==> config.mk <==
export PLATFORM = sky130hd
export DESIGN_NAME = membus_arbiter_flat
export DESIGN_NICKNAME = d
export VERILOG_FILES = /design/src/rtl/membus_arbiter_if.sv /design/src/rtl/membus_arbiter.sv /design/src/flat_wrapper.sv
export SDC_FILE = /design/constraint.sdc
export NUM_CORES = 1
export LEC_CHECK = 0
export BUFFER_PORTS_ARGS = -buffer_cell sky130_fd_sc_hd__buf_2
export CAP_MARGIN = 20
export CORE_MARGIN = 3
export CORE_UTILIZATION = 31
export DETAILED_ROUTE_END_ITERATION = 8
export SLEW_MARGIN = 20
export SYNTH_ARGS = -nofsm -noshare
export SYNTH_HDL_FRONTEND = slang
export SYNTH_SLANG_ARGS = --single-unit
export TNS_END_PERCENT = 5
==> constraint.sdc <==
create_clock -name clk -period 2.2 [get_ports clk]
set_input_delay 0.44 -clock clk [delete_from_list [all_inputs] [get_ports clk]]
set_output_delay 0.44 -clock clk [all_outputs]
set_load 0.02 [all_outputs]
==> src/rtl/membus_arbiter_if.sv <==
`default_nettype none
// ============================================================================
// Module   : membus_arbiter_if
// Purpose  : Requester, memory-port and grant signals shared by the arbiter.
// Revision : 1.0 - initial release
// ============================================================================
interface membus_arbiter_if;
    logic        cpu_en;
    logic        dbg_req;
    logic        d_req;
    logic        i_req;
    logic [31:0] dbg_adr;
    logic [31:0] d_adr;
    logic [31:0] i_adr;
    logic [31:0] dbg_wdata;
    logic [31:0] d_wdata;
    logic [3:0]  dbg_wren;
    logic [3:0]  d_wren;
    logic        dbg_ack;
    logic        d_ack;
    logic        i_ack;
    logic [31:0] rdata;
    logic        mem_op;
    logic [31:0] mem_adr;
    logic [31:0] mem_di;
    logic [3:0]  mem_wren;
    logic [31:0] mem_do;
    logic [2:0]  gnt;

    // Arbiter side
    modport slave (
        input  cpu_en, dbg_req, d_req, i_req,
        input  dbg_adr, d_adr, i_adr, dbg_wdata, d_wdata, dbg_wren, d_wren,
        input  mem_do,
        output dbg_ack, d_ack, i_ack, rdata,
        output mem_op, mem_adr, mem_di, mem_wren, gnt
    );

    // Requesters and memory side
    modport master (
        output cpu_en, dbg_req, d_req, i_req,
        output dbg_adr, d_adr, i_adr, dbg_wdata, d_wdata, dbg_wren, d_wren,
        output mem_do,
        input  dbg_ack, d_ack, i_ack, rdata,
        input  mem_op, mem_adr, mem_di, mem_wren, gnt
    );
endinterface
`default_nettype wire

==> src/rtl/membus_arbiter.sv <==
`default_nettype none
// ============================================================================
// Module   : membus_arbiter
// Purpose  : Serialises dbg / dBus / iBus onto one synchronous memory port,
//            fixed priority dbg > d > i with an iBus anti-starvation guard.
// Revision : 1.0 - initial release
// ============================================================================
module membus_arbiter #(
    parameter int STARVE_LIMIT = 4
) (
    input  wire logic       clk,
    input  wire logic       reset,
    membus_arbiter_if.slave bus
);
    localparam int c_SW = $clog2(STARVE_LIMIT + 1);

    localparam logic [1:0] c_IDLE   = 2'd0;
    localparam logic [1:0] c_ACCESS = 2'd1;
    localparam logic [1:0] c_RESP   = 2'd2;

    localparam logic [2:0] c_G_NONE = 3'b000;
    localparam logic [2:0] c_G_DBG  = 3'b100;
    localparam logic [2:0] c_G_D    = 3'b010;
    localparam logic [2:0] c_G_I    = 3'b001;

    localparam logic [c_SW-1:0] c_LIMIT = c_SW'(STARVE_LIMIT);
    localparam logic [c_SW-1:0] c_ONE   = c_SW'(1);

    logic [1:0]      r_state;
    logic [2:0]      r_gnt;
    logic [c_SW-1:0] r_streak;
    logic [31:0]     r_mem_adr;
    logic [31:0]     r_mem_di;
    logic [3:0]      r_mem_wren;

    logic [2:0] w_excl;
    logic       w_dbg_ok;
    logic       w_d_ok;
    logic       w_i_ok;
    logic [2:0] w_win;

    // The owner being acknowledged in RESP may not win the next slot.
    assign w_excl   = (r_state == c_RESP) ? r_gnt : c_G_NONE;
    assign w_dbg_ok = bus.dbg_req & ~w_excl[2];
    assign w_d_ok   = bus.d_req & bus.cpu_en & ~w_excl[1];
    assign w_i_ok   = bus.i_req & bus.cpu_en & ~w_excl[0];

    always_comb begin
        w_win = c_G_NONE;
        if (w_dbg_ok) begin
            w_win = c_G_DBG;
        end else if (w_i_ok && (r_streak == c_LIMIT)) begin
            w_win = c_G_I;
        end else if (w_d_ok) begin
            w_win = c_G_D;
        end else if (w_i_ok) begin
            w_win = c_G_I;
        end
    end

    always_ff @(posedge clk) begin
        if (reset) begin
            r_state    <= c_IDLE;
            r_gnt      <= c_G_NONE;
            r_streak   <= '0;
            r_mem_adr  <= '0;
            r_mem_di   <= '0;
            r_mem_wren <= '0;
        end else begin
            case (r_state)
                c_ACCESS: begin
                    r_state <= c_RESP;
                end
                default: begin
                    if (w_win != c_G_NONE) begin
                        r_state <= c_ACCESS;
                        r_gnt   <= w_win;
                        if (w_win == c_G_DBG) begin
                            r_mem_adr  <= bus.dbg_adr;
                            r_mem_di   <= bus.dbg_wdata;
                            r_mem_wren <= bus.dbg_wren;
                        end else if (w_win == c_G_D) begin
                            r_mem_adr  <= bus.d_adr;
                            r_mem_di   <= bus.d_wdata;
                            r_mem_wren <= bus.d_wren;
                        end else begin
                            r_mem_adr  <= bus.i_adr;
                            r_mem_di   <= '0;
                            r_mem_wren <= '0;
                        end
                    end else begin
                        r_state <= c_IDLE;
                        r_gnt   <= c_G_NONE;
                    end

                    // Count dBus wins that kept a live iBus request waiting.
                    if ((w_win == c_G_D) && bus.i_req && bus.cpu_en) begin
                        if (r_streak != c_LIMIT) begin
                            r_streak <= r_streak + c_ONE;
                        end
                    end else if ((w_win == c_G_I) || !bus.i_req) begin
                        r_streak <= '0;
                    end
                end
            endcase
        end
    end

    assign bus.gnt      = r_gnt;
    assign bus.mem_op   = (r_state == c_ACCESS);
    assign bus.mem_adr  = r_mem_adr;
    assign bus.mem_di   = r_mem_di;
    assign bus.mem_wren = r_mem_wren;
    assign bus.rdata    = bus.mem_do;

    // Reset in the response cycle abandons the access, so the pulse is gated.
    assign bus.dbg_ack = (r_state == c_RESP) & r_gnt[2] & ~reset;
    assign bus.d_ack   = (r_state == c_RESP) & r_gnt[1] & ~reset;
    assign bus.i_ack   = (r_state == c_RESP) & r_gnt[0] & ~reset;
endmodule
`default_nettype wire

==> src/flat_wrapper.sv <==
// flat-port wrapper written by rule: the top's interface ports become plain ports
module membus_arbiter_flat 
#(
    parameter int STARVE_LIMIT = 4
)
  (clk, reset, bus_cpu_en, bus_dbg_req, bus_d_req, bus_i_req, bus_dbg_adr, bus_d_adr, bus_i_adr, bus_dbg_wdata, bus_d_wdata, bus_dbg_wren, bus_d_wren, bus_mem_do, bus_dbg_ack, bus_d_ack, bus_i_ack, bus_rdata, bus_mem_op, bus_mem_adr, bus_mem_di, bus_mem_wren, bus_gnt);
  membus_arbiter_if bus_i ();
  input  wire logic clk;
  input  wire logic reset;
  input wire logic [$bits(bus_i.cpu_en)-1:0] bus_cpu_en;
  input wire logic [$bits(bus_i.dbg_req)-1:0] bus_dbg_req;
  input wire logic [$bits(bus_i.d_req)-1:0] bus_d_req;
  input wire logic [$bits(bus_i.i_req)-1:0] bus_i_req;
  input wire logic [$bits(bus_i.dbg_adr)-1:0] bus_dbg_adr;
  input wire logic [$bits(bus_i.d_adr)-1:0] bus_d_adr;
  input wire logic [$bits(bus_i.i_adr)-1:0] bus_i_adr;
  input wire logic [$bits(bus_i.dbg_wdata)-1:0] bus_dbg_wdata;
  input wire logic [$bits(bus_i.d_wdata)-1:0] bus_d_wdata;
  input wire logic [$bits(bus_i.dbg_wren)-1:0] bus_dbg_wren;
  input wire logic [$bits(bus_i.d_wren)-1:0] bus_d_wren;
  input wire logic [$bits(bus_i.mem_do)-1:0] bus_mem_do;
  output wire logic [$bits(bus_i.dbg_ack)-1:0] bus_dbg_ack;
  output wire logic [$bits(bus_i.d_ack)-1:0] bus_d_ack;
  output wire logic [$bits(bus_i.i_ack)-1:0] bus_i_ack;
  output wire logic [$bits(bus_i.rdata)-1:0] bus_rdata;
  output wire logic [$bits(bus_i.mem_op)-1:0] bus_mem_op;
  output wire logic [$bits(bus_i.mem_adr)-1:0] bus_mem_adr;
  output wire logic [$bits(bus_i.mem_di)-1:0] bus_mem_di;
  output wire logic [$bits(bus_i.mem_wren)-1:0] bus_mem_wren;
  output wire logic [$bits(bus_i.gnt)-1:0] bus_gnt;
  assign bus_i.cpu_en = bus_cpu_en;
  assign bus_i.dbg_req = bus_dbg_req;
  assign bus_i.d_req = bus_d_req;
  assign bus_i.i_req = bus_i_req;
  assign bus_i.dbg_adr = bus_dbg_adr;
  assign bus_i.d_adr = bus_d_adr;
  assign bus_i.i_adr = bus_i_adr;
  assign bus_i.dbg_wdata = bus_dbg_wdata;
  assign bus_i.d_wdata = bus_d_wdata;
  assign bus_i.dbg_wren = bus_dbg_wren;
  assign bus_i.d_wren = bus_d_wren;
  assign bus_i.mem_do = bus_mem_do;
  assign bus_dbg_ack = bus_i.dbg_ack;
  assign bus_d_ack = bus_i.d_ack;
  assign bus_i_ack = bus_i.i_ack;
  assign bus_rdata = bus_i.rdata;
  assign bus_mem_op = bus_i.mem_op;
  assign bus_mem_adr = bus_i.mem_adr;
  assign bus_mem_di = bus_i.mem_di;
  assign bus_mem_wren = bus_i.mem_wren;
  assign bus_gnt = bus_i.gnt;
  membus_arbiter #(.STARVE_LIMIT(STARVE_LIMIT)) u_core (.clk(clk), .reset(reset), .bus(bus_i));
endmodule
==> results of run 1 <==
worst max-delay path, delay by kind of cell, from the launching register on:
family,cells,cell delay [ps]
AOI/OAI and AO/OA,3,840
adders and majority gates,1,230
and+or+nand+nor,1,150
muxes,1,70
buffers and inverters,3,430
DFF,1,330
timing repair:
action | CTS | global route
buffers inserted | 0 | 6
hold endpoints to repair | 0 | 0
gates resized for setup | 1 | 8
endpoints found under the setup margin | 1 | 19
pin swaps | 0 | 2
state kept, by name, summed over array words and instances, names as in the netlist:
register,count
u_core.bus.mem_adr,32
u_core.bus.mem_di,32
u_core.bus.mem_wren,4
u_core.bus.gnt,3
u_core.r_streak,3
u_core.r_state,2
worst max-delay path by stage:
stage	to	slack [ps]	start
floorplan	bus_d_ack	260	reset
global placement	u_core.bus.mem_adr[30]	160	bus_cpu_en
detailed placement	u_core.bus.mem_adr[5]	-5	u_core.r_streak[0]
CTS	u_core.bus.mem_adr[5]	40	u_core.r_streak[0]
global route	u_core.r_streak[1]	-30	u_core.bus.gnt[2]
finish	u_core.bus.mem_adr[10]	90	u_core.r_streak[0]
per-stage QoR:
step / TNS [ps] / utilization / std cells / instance area [um2]
after global placement: 0 / 0.416 / 806 / 5320
after detailed placement: -4.74 / 0.416 / 806 / 5320
final: 0 / 0.447 / 828 / 5700
after global routing: -52.0 / 0.447 / 828 / 5700
after floorplan: 0 / - / 445 / 4110
after CTS: 0 / 0.439 / 822 / 5600
area by class of cell:
cell class / count / area, um2 / area share
clock inverter: 7 / 58.8 / 0.0103
sequential: 76 / 1520 / 0.267
tap: 172 / 215 / 0.0377
clock buffer: 9 / 225 / 0.0395
inverter: 6 / 22.5 / 0.00395
multi-input combinational: 286 / 2140 / 0.375
timing repair buffer: 272 / 1520 / 0.267
metal layers:
layer  GRT usage  vias up  share of wire
met3      0.0503       10          0.099
met4      0.0467        0          0.014
met1       0.197     1905           0.41
li1            -     2071              -
met2       0.290      212           0.48
met5           0        -              0
layout by cell type, fill, tap and decap left out, types with 2 or more instances in the layout:
cell type   synthesis  final
nand3b_1            2      2
a21oi_1             3      3
a2111oi_1          20     13
nand2_1            10      9
dfxtp_1            76     76
a2111oi_0           2      2
nor2_1             72     72
buf_4              35     16
nand2b_1            2      2
a31o_2              3      3
a2111oi_2          10     17
and2_1              5      6
mux2i_1            32     31
a221oi_1           36     36
nor4b_1             2      2
a31o_1             30     30
ha_1                2      2
inv_6               0      4
buf_12              3      8
inv_1               5      5
clkbuf_16           0      9
nor3_1             36     36
buf_2              10    248
clkinvlp_4          0      2
kinds of logic after synthesis:
family | after synthesis | share of synthesized area
and+or+nand+nor | 139 | 0.157
AOI/OAI and AO/OA | 113 | 0.265
buffers and inverters | 83 | 0.123
DFF | 76 | 0.370
muxes | 32 | 0.0780
adders and majority gates | 2 | 0.00609
power by group through the flow:
stage / clock network, mW / registers (mW) / logic (mW)
after global routing: 1.51 / 1.61 / 1.21
after global placement: 0 / 1.62 / 1.07
after detailed placement: 0 / 1.62 / 1.09
final: 1.40 / 1.59 / 1.10
after floorplan: 0 / 1.79 / 0.570
after CTS: 1.45 / 1.60 / 1.09
==> results.json, run 1 <==
{
  "ys_top_cells_by_area": "dfxtp_1 37%, mux2i_1 7.8%, a221oi_1 7.7%",
  "viasPerCell": 5.07,
  "fin_crit_sh": 0.958,
  "gp_congestion": 0.837,
  "place_hpwl_mm": 9.89,
  "nFillCells": 1251,
  "yosysMostFrequentCell": "dfxtp_1",
  "nets": 859,
  "drv_cap": 0,
  "cts_tree": "done",
  "timing.final.crit_period_ps": 2110,
  "avgSynthCellArea_um2": 9.23,
  "tightest_slew_ps": 588,
  "drv_slew": 0,
  "grt_pass1_wl_mm": 19.8,
  "grt_pass1_vias": 4045,
  "power_switching_mw": 1.32,
  "worstHoldEndpoint": "u_core.bus.mem_di[14]",
  "r2r-start": "u_core.r_streak[0]",
  "cellPowerDensity_mw_per_mm2": 718,
  "area_growth_pct": 38.9,
  "grt_usage": 0.166,
  "syn_area_mm2": 0.00411,
  "route.vias.total": 4198,
  "hold_path_class": "primary input to flop",
  "p_int_mw": 2.77,
  "power.total_mw": 4.10,
  "endpoint_kind": "flop",
  "rrSetupSlack_ps": 90,
  "peakVddDrop_mv": 0.328,
  "hold_viol": 0,
  "drc_errors": 0,
  "slowest_delay_ps": 410,
  "hold_path_startpoint": "bus_dbg_wdata[14]",
  "die_y_um": 121,
  "synth-main-ff-cell": "dfxtp_1",
  "startpoint_type": "flop",
  "initial_utilization": 0.322,
  "crit_chain": "inv_1, ha_1, nand4_4, o211ai_4, buf_12, buf_4, mux2i_1, a2111oi_0, a31o_2",
  "antenna_left": 0,
  "n_antenna_cell": 0,
  "p_seq_frac": 0.389,
  "cts_buffer_depth": 2,
  "rows": 41,
  "critPathRequiredTime_ps": 2480,
  "reg2reg_to": "u_core.bus.mem_adr[10]",
  "max_freq_ghz": 0.475,
  "cts_buffers": 9,
  "status": "finished clean",
  "clk_latency_ps": 330,
  "hold_depth": 3,
  "switching_share": 0.323,
  "routed_wire_length_per_instance_um": 15.4,
  "p_comb_frac": 0.269,
  "yosysTopAreaCellShare": 0.370,
  "grt_antenna_before_repair": 0,
  "whs_ps": 401,
  "core_mm2": 0.0128,
  "drt_iter0_drc": 164,
  "netlist-cell-type-count": 44,
  "synthTopCellsByCount": "76 x dfxtp_1, 72 x nor2_1, 36 x a221oi_1, 36 x nor3_1, 35 x buf_4",
  "ioPinCount": 313,
  "die_x_um": 121,
  "slew-limit-headroom": 0.608,
  "synth_seq_cells": 76,
  "yosys_warnings": 0,
  "dr.pass1.iters": 4,
  "htreeDepth": 3,
  "clk_pin_slew_ps": 70,
  "worst_clock_skew_ps": 7.41,
  "pre_cts_ws_ps": -4.74,
  "cts-root-buf": "clkbuf_16",
  "dieArea_mm2": 0.0147,
  "crit_type": "flop to flop",
  "yosysSeqAreaShare": 0.370,
  "synthArstFlopShare": 0,
  "r2r_cells": 9,
  "grt_max_degree": 66,
  "p_leak_nw": 2.74,
  "synth_top_area_cell": "dfxtp_1",
  "clock-sinks": 76,
  "rsz0062_at_grt": "yes",
  "hold_buffers": 0,
  "drive_above_1_share": 0.485,
  "finalWorstSetupSlack_ps": 93.2,
  "slowest_stage": "a2111oi_0",
  "synth-edff-count": 0,
  "cp.arrival_ps": 2380,
  "synth_nets": 653,
  "io_buffer_count": 248,
  "clock_power_share": 0.342,
  "synthesis.instances": 445,
  "finalSetupViolCount": 0,
  "path_max_fanout": 14,
  "overflow": 0,
  "wl_mm": 12.8
}
Power figures use the tool's default switching activity.
==> run 2, diff against run 1 <==
ABC_AREA = 1   (was default)
CORE_AREA = 3 3 120 122   (was default)
CORE_MARGIN = default   (was 3)
CORE_UTILIZATION = default   (was 31)
DIE_AREA = 0 0 123 125   (was default)
HOLD_SLACK_MARGIN = 0.15   (was default)
==> results.json, run 2 <==
{
  "synthArstFlopShare": 0,
  "dr.pass1.iters": 4,
  "cts_buffers": 9,
  "place_hpwl_mm": 9.66,
  "clk_pin_slew_ps": 60,
  "synth_nets": 723,
  "synth_seq_cells": 76,
  "post_cts_buffers": 0,
  "timing.final.crit_period_ps": 1860,
  "clk_latency_ps": 340,
  "initial_utilization": 0.291,
  "r2r-start": "u_core.r_streak[0]",
  "drv_cap": 0,
  "route.vias.total": 4327,
  "antenna_left": 0,
  "critPathRequiredTime_ps": 2420,
  "reg2reg_to": "u_core.bus.mem_adr[27]",
  "max_freq_ghz": 0.539,
  "netlist-cell-type-count": 24,
  "layout_commonest_cell": "buf_2",
  "overflow": 0,
  "drt_iter0_drc": 186,
  "hold_path_startpoint": "bus_d_wdata[17]",
  "nFillCells": 1408,
  "hold_viol": 0,
  "fin_crit_sh": 0.844,
  "wl_mm": 13.1,
  "avgSynthCellArea_um2": 7.52,
  "die_y_um": 125,
  "cts-root-buf": "clkbuf_16",
  "finalSetupViolCount": 0,
  "die_x_um": 123,
  "ys_top_cells_by_area": "dfxtp_1 39%, a21oi_1 13%, o21ai_0 8.3%",
  "rows": 42,
  "synthTopCellsByCount": "100 x a21oi_1, 76 x dfxtp_1, 64 x o21ai_0",
  "final.setup.tns_ps": 0,
  "cts_tree": "done",
  "worst_clock_skew_ps": 9.29,
  "crit_type": "flop to flop",
  "htreeDepth": 3,
  "syn_area_mm2": 0.00387,
  "gp_congestion": 0.785,
  "tightest_slew_ps": 404,
  "p_leak_nw": 2.70,
  "n_antenna_cell": 0,
  "cp.arrival_ps": 2080,
  "ioPinCount": 313,
  "dieArea_mm2": 0.0154,
  "grt_max_degree": 69,
  "yosys_warnings": 0,
  "r2r_cells": 10,
  "synth-main-ff-cell": "dfxtp_1",
  "rrSetupSlack_ps": 340,
  "final_cell_area_mm2": 0.00533,
  "hold_path_class": "primary input to flop",
  "synth_top_area_cell": "dfxtp_1",
  "worstHoldEndpoint": "u_core.bus.mem_di[17]",
  "cts_resized": 0,
  "area_growth_pct": 37.6,
  "cellPowerDensity_mw_per_mm2": 786,
  "yosysMostFrequentCell": "a21oi_1",
  "viasPerCell": 4.85,
  "core_mm2": 0.0133,
  "placed_cell_area_mm2": 0.00501,
  "path_max_fanout": 41,
  "routed_wire_length_per_instance_um": 14.7,
  "drv_slew": 0,
  "hold_depth": 3,
  "final_cell_mix": "248 x buf_2, 100 x a21oi_1, 76 x dfxtp_1, 64 x o21ai_0, 49 x nand2_1",
  "yosysSeqAreaShare": 0.393,
  "drc_errors": 0,
  "cts_buffer_depth": 2,
  "grt_pass1_wl_mm": 20.1,
  "rsz0062_at_grt": "no",
  "slew-limit-headroom": 0.731,
  "peakVddDrop_mv": 0.508,
  "drive_above_1_share": 0.394,
  "yosysTopAreaCellShare": 0.393,
  "startpoint_type": "flop",
  "grt_usage": 0.163,
  "synth-edff-count": 0,
  "endpoint_kind": "flop",
  "io_buffer_count": 248,
  "status": "finished clean",
  "clock-sinks": 76,
  "grt_antenna_before_repair": 0,
  "grt_pass1_vias": 4150,
  "nets": 919,
  "synthesis.instances": 515,
  "hold_buffers": 0
}
[run 2: cell types whose count changed after synthesis, sizes merged, moves of 33 or more]
cell	change
a31o	-33
inv	+41
nor2	-58
a221oi	-36
a21oi	+97
nand2	+42
a22oi	+36
nor3	-36
o21ai	+71
[run 2: worst max-delay path, cell delays in order (launching register included)]
cell and delay, ps:
dfxtp_1 330, inv_1 80, ha_1 140, nand2_1 70, inv_1 80, nand3_1 110, nand2_2 210, buf_4 410
nand2_1 110, o211ai_1 100, a21oi_1 90
[run 2: kinds of logic after synthesis]
kind of cell               after synthesis  synth area share
buffers and inverters                  120             0.161
xor gates and xnor gates                 1           0.00226
adders and majority gates                2           0.00646
DFF                                     76             0.393
AOI/OAI and AO/OA                      239             0.353
and+or+nand+nor                         77            0.0846
[run 2: power by group]
part           switching (mW)  leakage, nW  internal, mW  total (mW)
Combinational           0.620         1.92         0.387        1.01
Clock                   0.558        0.153          1.02        1.58
Sequential             0.0692        0.630          1.53        1.60
Total                    1.25         2.70          2.94        4.19
[run 2: how the worst max path moves through the flow]
stage,endpoint,slack (ps),startpoint,depth (start not counted)
after CTS,u_core.bus.mem_adr[27],320,u_core.r_streak[0],10
after floorplan,u_core.bus.mem_adr[0],610,u_core.r_state[0],9
after detailed placement,u_core.bus.mem_adr[27],340,u_core.r_streak[0],10
after global routing,u_core.bus.mem_adr[21],120,u_core.r_streak[0],10
final,u_core.bus.mem_adr[27],340,u_core.r_streak[0],10
after global placement,u_core.bus.mem_adr[29],390,bus_dbg_req,9
[run 2: per-layer routing]
layer	track usage	share of wire	up-vias
met5	0	0	-
met4	0.0645	0.021	0
met3	0.0556	0.095	24
met2	0.281	0.49	178
met1	0.183	0.39	1974
li1	-	-	2151
[run 2: metrics by stage]
stage | utilization | hold WS, ps | setup WS (ps) | cells | power, mW
6_report | 0.401 | 379 | 343 | 892 | 4.19
5_1_grt | 0.401 | 375 | 125 | 892 | 4.44
4_1_cts | 0.401 | 358 | 321 | 892 | 4.25
3_5_place_dp | 0.377 | 489 | 339 | 876 | 2.64
3_3_place_gp | 0.377 | 491 | 391 | 876 | 2.64
2_1_floorplan | - | 515 | 608 | 515 | 2.31
[run 2: layout make-up]
cell class	instances	area, um2	share of cell area
Tap cell	176	220	0.0413
Clock inverter	4	72.6	0.0136
Multi-Input combinational cell	319	1730	0.324
Clock buffer	12	246	0.0462
Inverter	47	176	0.0331
Sequential cell	76	1520	0.285
Timing Repair Buffer	258	1370	0.256
==> run 3, diff against run 2 <==
clock period = 1.9 ns   (was 2.2 ns; I/O delays follow)
==> results.json, run 3 (synthesized netlist as in run 2, its figures left out) <==
{
  "status": "finished clean",
  "cts-root-buf": "clkbuf_16",
  "clk_latency_ps": 330,
  "final_cells": 893,
  "crit_chain": "inv_1, ha_1, nand2_1, inv_1, nand3_1, nand2_4, buf_4, o211ai_1, a21oi_1",
  "cellPowerDensity_mw_per_mm2": 897,
  "placedCellCount": 878,
  "core_mm2": 0.0133,
  "met2_wirelength_mm": 6.22,
  "slew-limit-headroom": 0.739,
  "cpLargestDelayFamily": "compound AO/OA/AOI/OAI gates",
  "endpoint_kind": "flop",
  "nFillCells": 1391,
  "layout_commonest_cell": "buf_2",
  "max_freq_ghz": 0.570,
  "power_switching_mw": 1.45,
  "hold_path_class": "primary input to flop",
  "viasPerCell": 4.75,
  "slowest_stage": "dfxtp_1",
  "critPathMostFrequentCell": "inv_1",
  "gp_congestion": 0.796,
  "cts_buffers": 9,
  "cp.arrival_ps": 1950,
  "switching_share": 0.301,
  "final_cell_mix": "248 x buf_2, 100 x a21oi_1, 76 x dfxtp_1, 64 x o21ai_0, 49 x nand2_1",
  "wl_met1_mm": 5.26,
  "route.vias.total": 4243,
  "post_cts_buffers": 0,
  "top_layer": "met4",
  "p_comb_frac": 0.246,
  "whs_ps": 332,
  "ioPinCount": 313,
  "die_y_um": 125,
  "initial_utilization": 0.291,
  "routed_wire_length_per_instance_um": 14.3,
  "area_growth_pct": 39.0,
  "worst_clock_skew_ps": 5.04,
  "drt_iter0_drc": 147,
  "nets": 921,
  "crit_type": "flop to flop",
  "clk_pin_slew_ps": 60,
  "wl_mm": 12.8,
  "fin_crit_sh": 0.923,
  "finalSetupViolCount": 0,
  "critPathRequiredTime_ps": 2100,
  "drv_slew": 0,
  "n_antenna_cell": 0,
  "grt_pass1_wl_mm": 19.8,
  "drive_above_1_share": 0.397,
  "io_buffer_count": 248,
  "cts_buffer_depth": 2,
  "grt_max_degree": 69,
  "drc_errors": 0,
  "antenna_left": 0,
  "overflow": 0,
  "grt_usage": 0.158,
  "cts_tree": "done",
  "slowest_delay_ps": 350,
  "hold_viol": 0,
  "peakVddDrop_mv": 0.346,
  "critPathBufInv": 3,
  "place_hpwl_mm": 9.54,
  "rows": 42,
  "grt_pass1_vias": 4092,
  "htreeDepth": 3,
  "clock-sinks": 76,
  "clock_power_share": 0.371,
  "path_max_fanout": 10,
  "drv_cap": 0,
  "startpoint_type": "flop",
  "timing.final.crit_period_ps": 1750,
  "power.total_mw": 4.83,
  "grt_antenna_before_repair": 0,
  "dieArea_mm2": 0.0154,
  "dr.pass1.iters": 4,
  "dr_wl_met3_mm": 1.04,
  "p_leak_nw": 2.72,
  "p_seq_frac": 0.383,
  "hold_buffers": 0,
  "p_int_mw": 3.38,
  "tightest_slew_ps": 391,
  "die_x_um": 123
}
==> run 3: changes by cell type in the layout (fill, tap and decap cells not counted), sizes merged <==
cell and change:
clkinv +1, buf +2, clkbuf -2
==> run 3: layer usage <==
| layer | up-vias | GRT usage |
|---|---|---|
| li1 | 2159 | - |
| met1 | 1888 | 0.187 |
| met2 | 172 | 0.278 |
| met3 | 24 | 0.0316 |
| met4 | 0 | 0.0619 |
| met5 | - | 0 |
==> run 3: layout make-up <==
class / instances / area, um2 / share of cell area
timing repair buffer: 260 / 1420 / 0.264
multi-input combinational: 319 / 1740 / 0.323
clock buffer: 10 / 229 / 0.0425
clock inverter: 5 / 77.6 / 0.0144
sequential: 76 / 1520 / 0.283
tap: 176 / 220 / 0.0409
inverter: 47 / 179 / 0.0332
==> run 3: worst reg2reg max path: cells and delay by family (launching register included) <==
kind | cells | cell delay [ps]
compound gates | 2 | 440
flops | 1 | 350
fa+ha+maj | 1 | 190
simple gates | 3 | 330
buf+inv | 3 | 320
==> run 3: path summary, 6_finish.rpt <==
check	start	end	slack [ps]	cells past startpoint
worst max-delay path	u_core.r_streak[0]	u_core.bus.mem_adr[0]	150	9
worst min-delay path	bus_d_wdata[20]	u_core.bus.mem_di[20]	330	3
worst max register to register	u_core.r_streak[0]	u_core.bus.mem_adr[0]	150	9
worst min register to register	u_core.bus.gnt[0]	u_core.bus.gnt[0]	510	2
==> run 3: metrics by stage <==
stage	worst slack [ps]	setup TNS (ps)	util	cell area, um2
finish	146	0	0.405	5380
global route	-2.12	-3.63	0.405	5380
global placement	157	0	0.381	5060
floorplan	308	0	-	3870
detailed placement	141	0	0.381	5060
CTS	108	0	0.404	5370
==> run 3: repair_timing <==
| item | in CTS | in global routing |
|---|---|---|
| endpoints found under the hold margin | 0 | 0 |
| gates resized for setup | 0 | 3 |
| setup endpoints to repair | 0 | 3 |
==> run 3: power by group through the flow <==
stage               Sequential (mW)  Combinational (mW)  Clock [mW]
CTS                            1.85                1.20        1.85
global route                   1.87                1.32        1.92
floorplan                      2.09               0.584           0
global placement               1.88                1.19           0
finish                         1.85                1.19        1.79
detailed placement             1.88                1.19           0
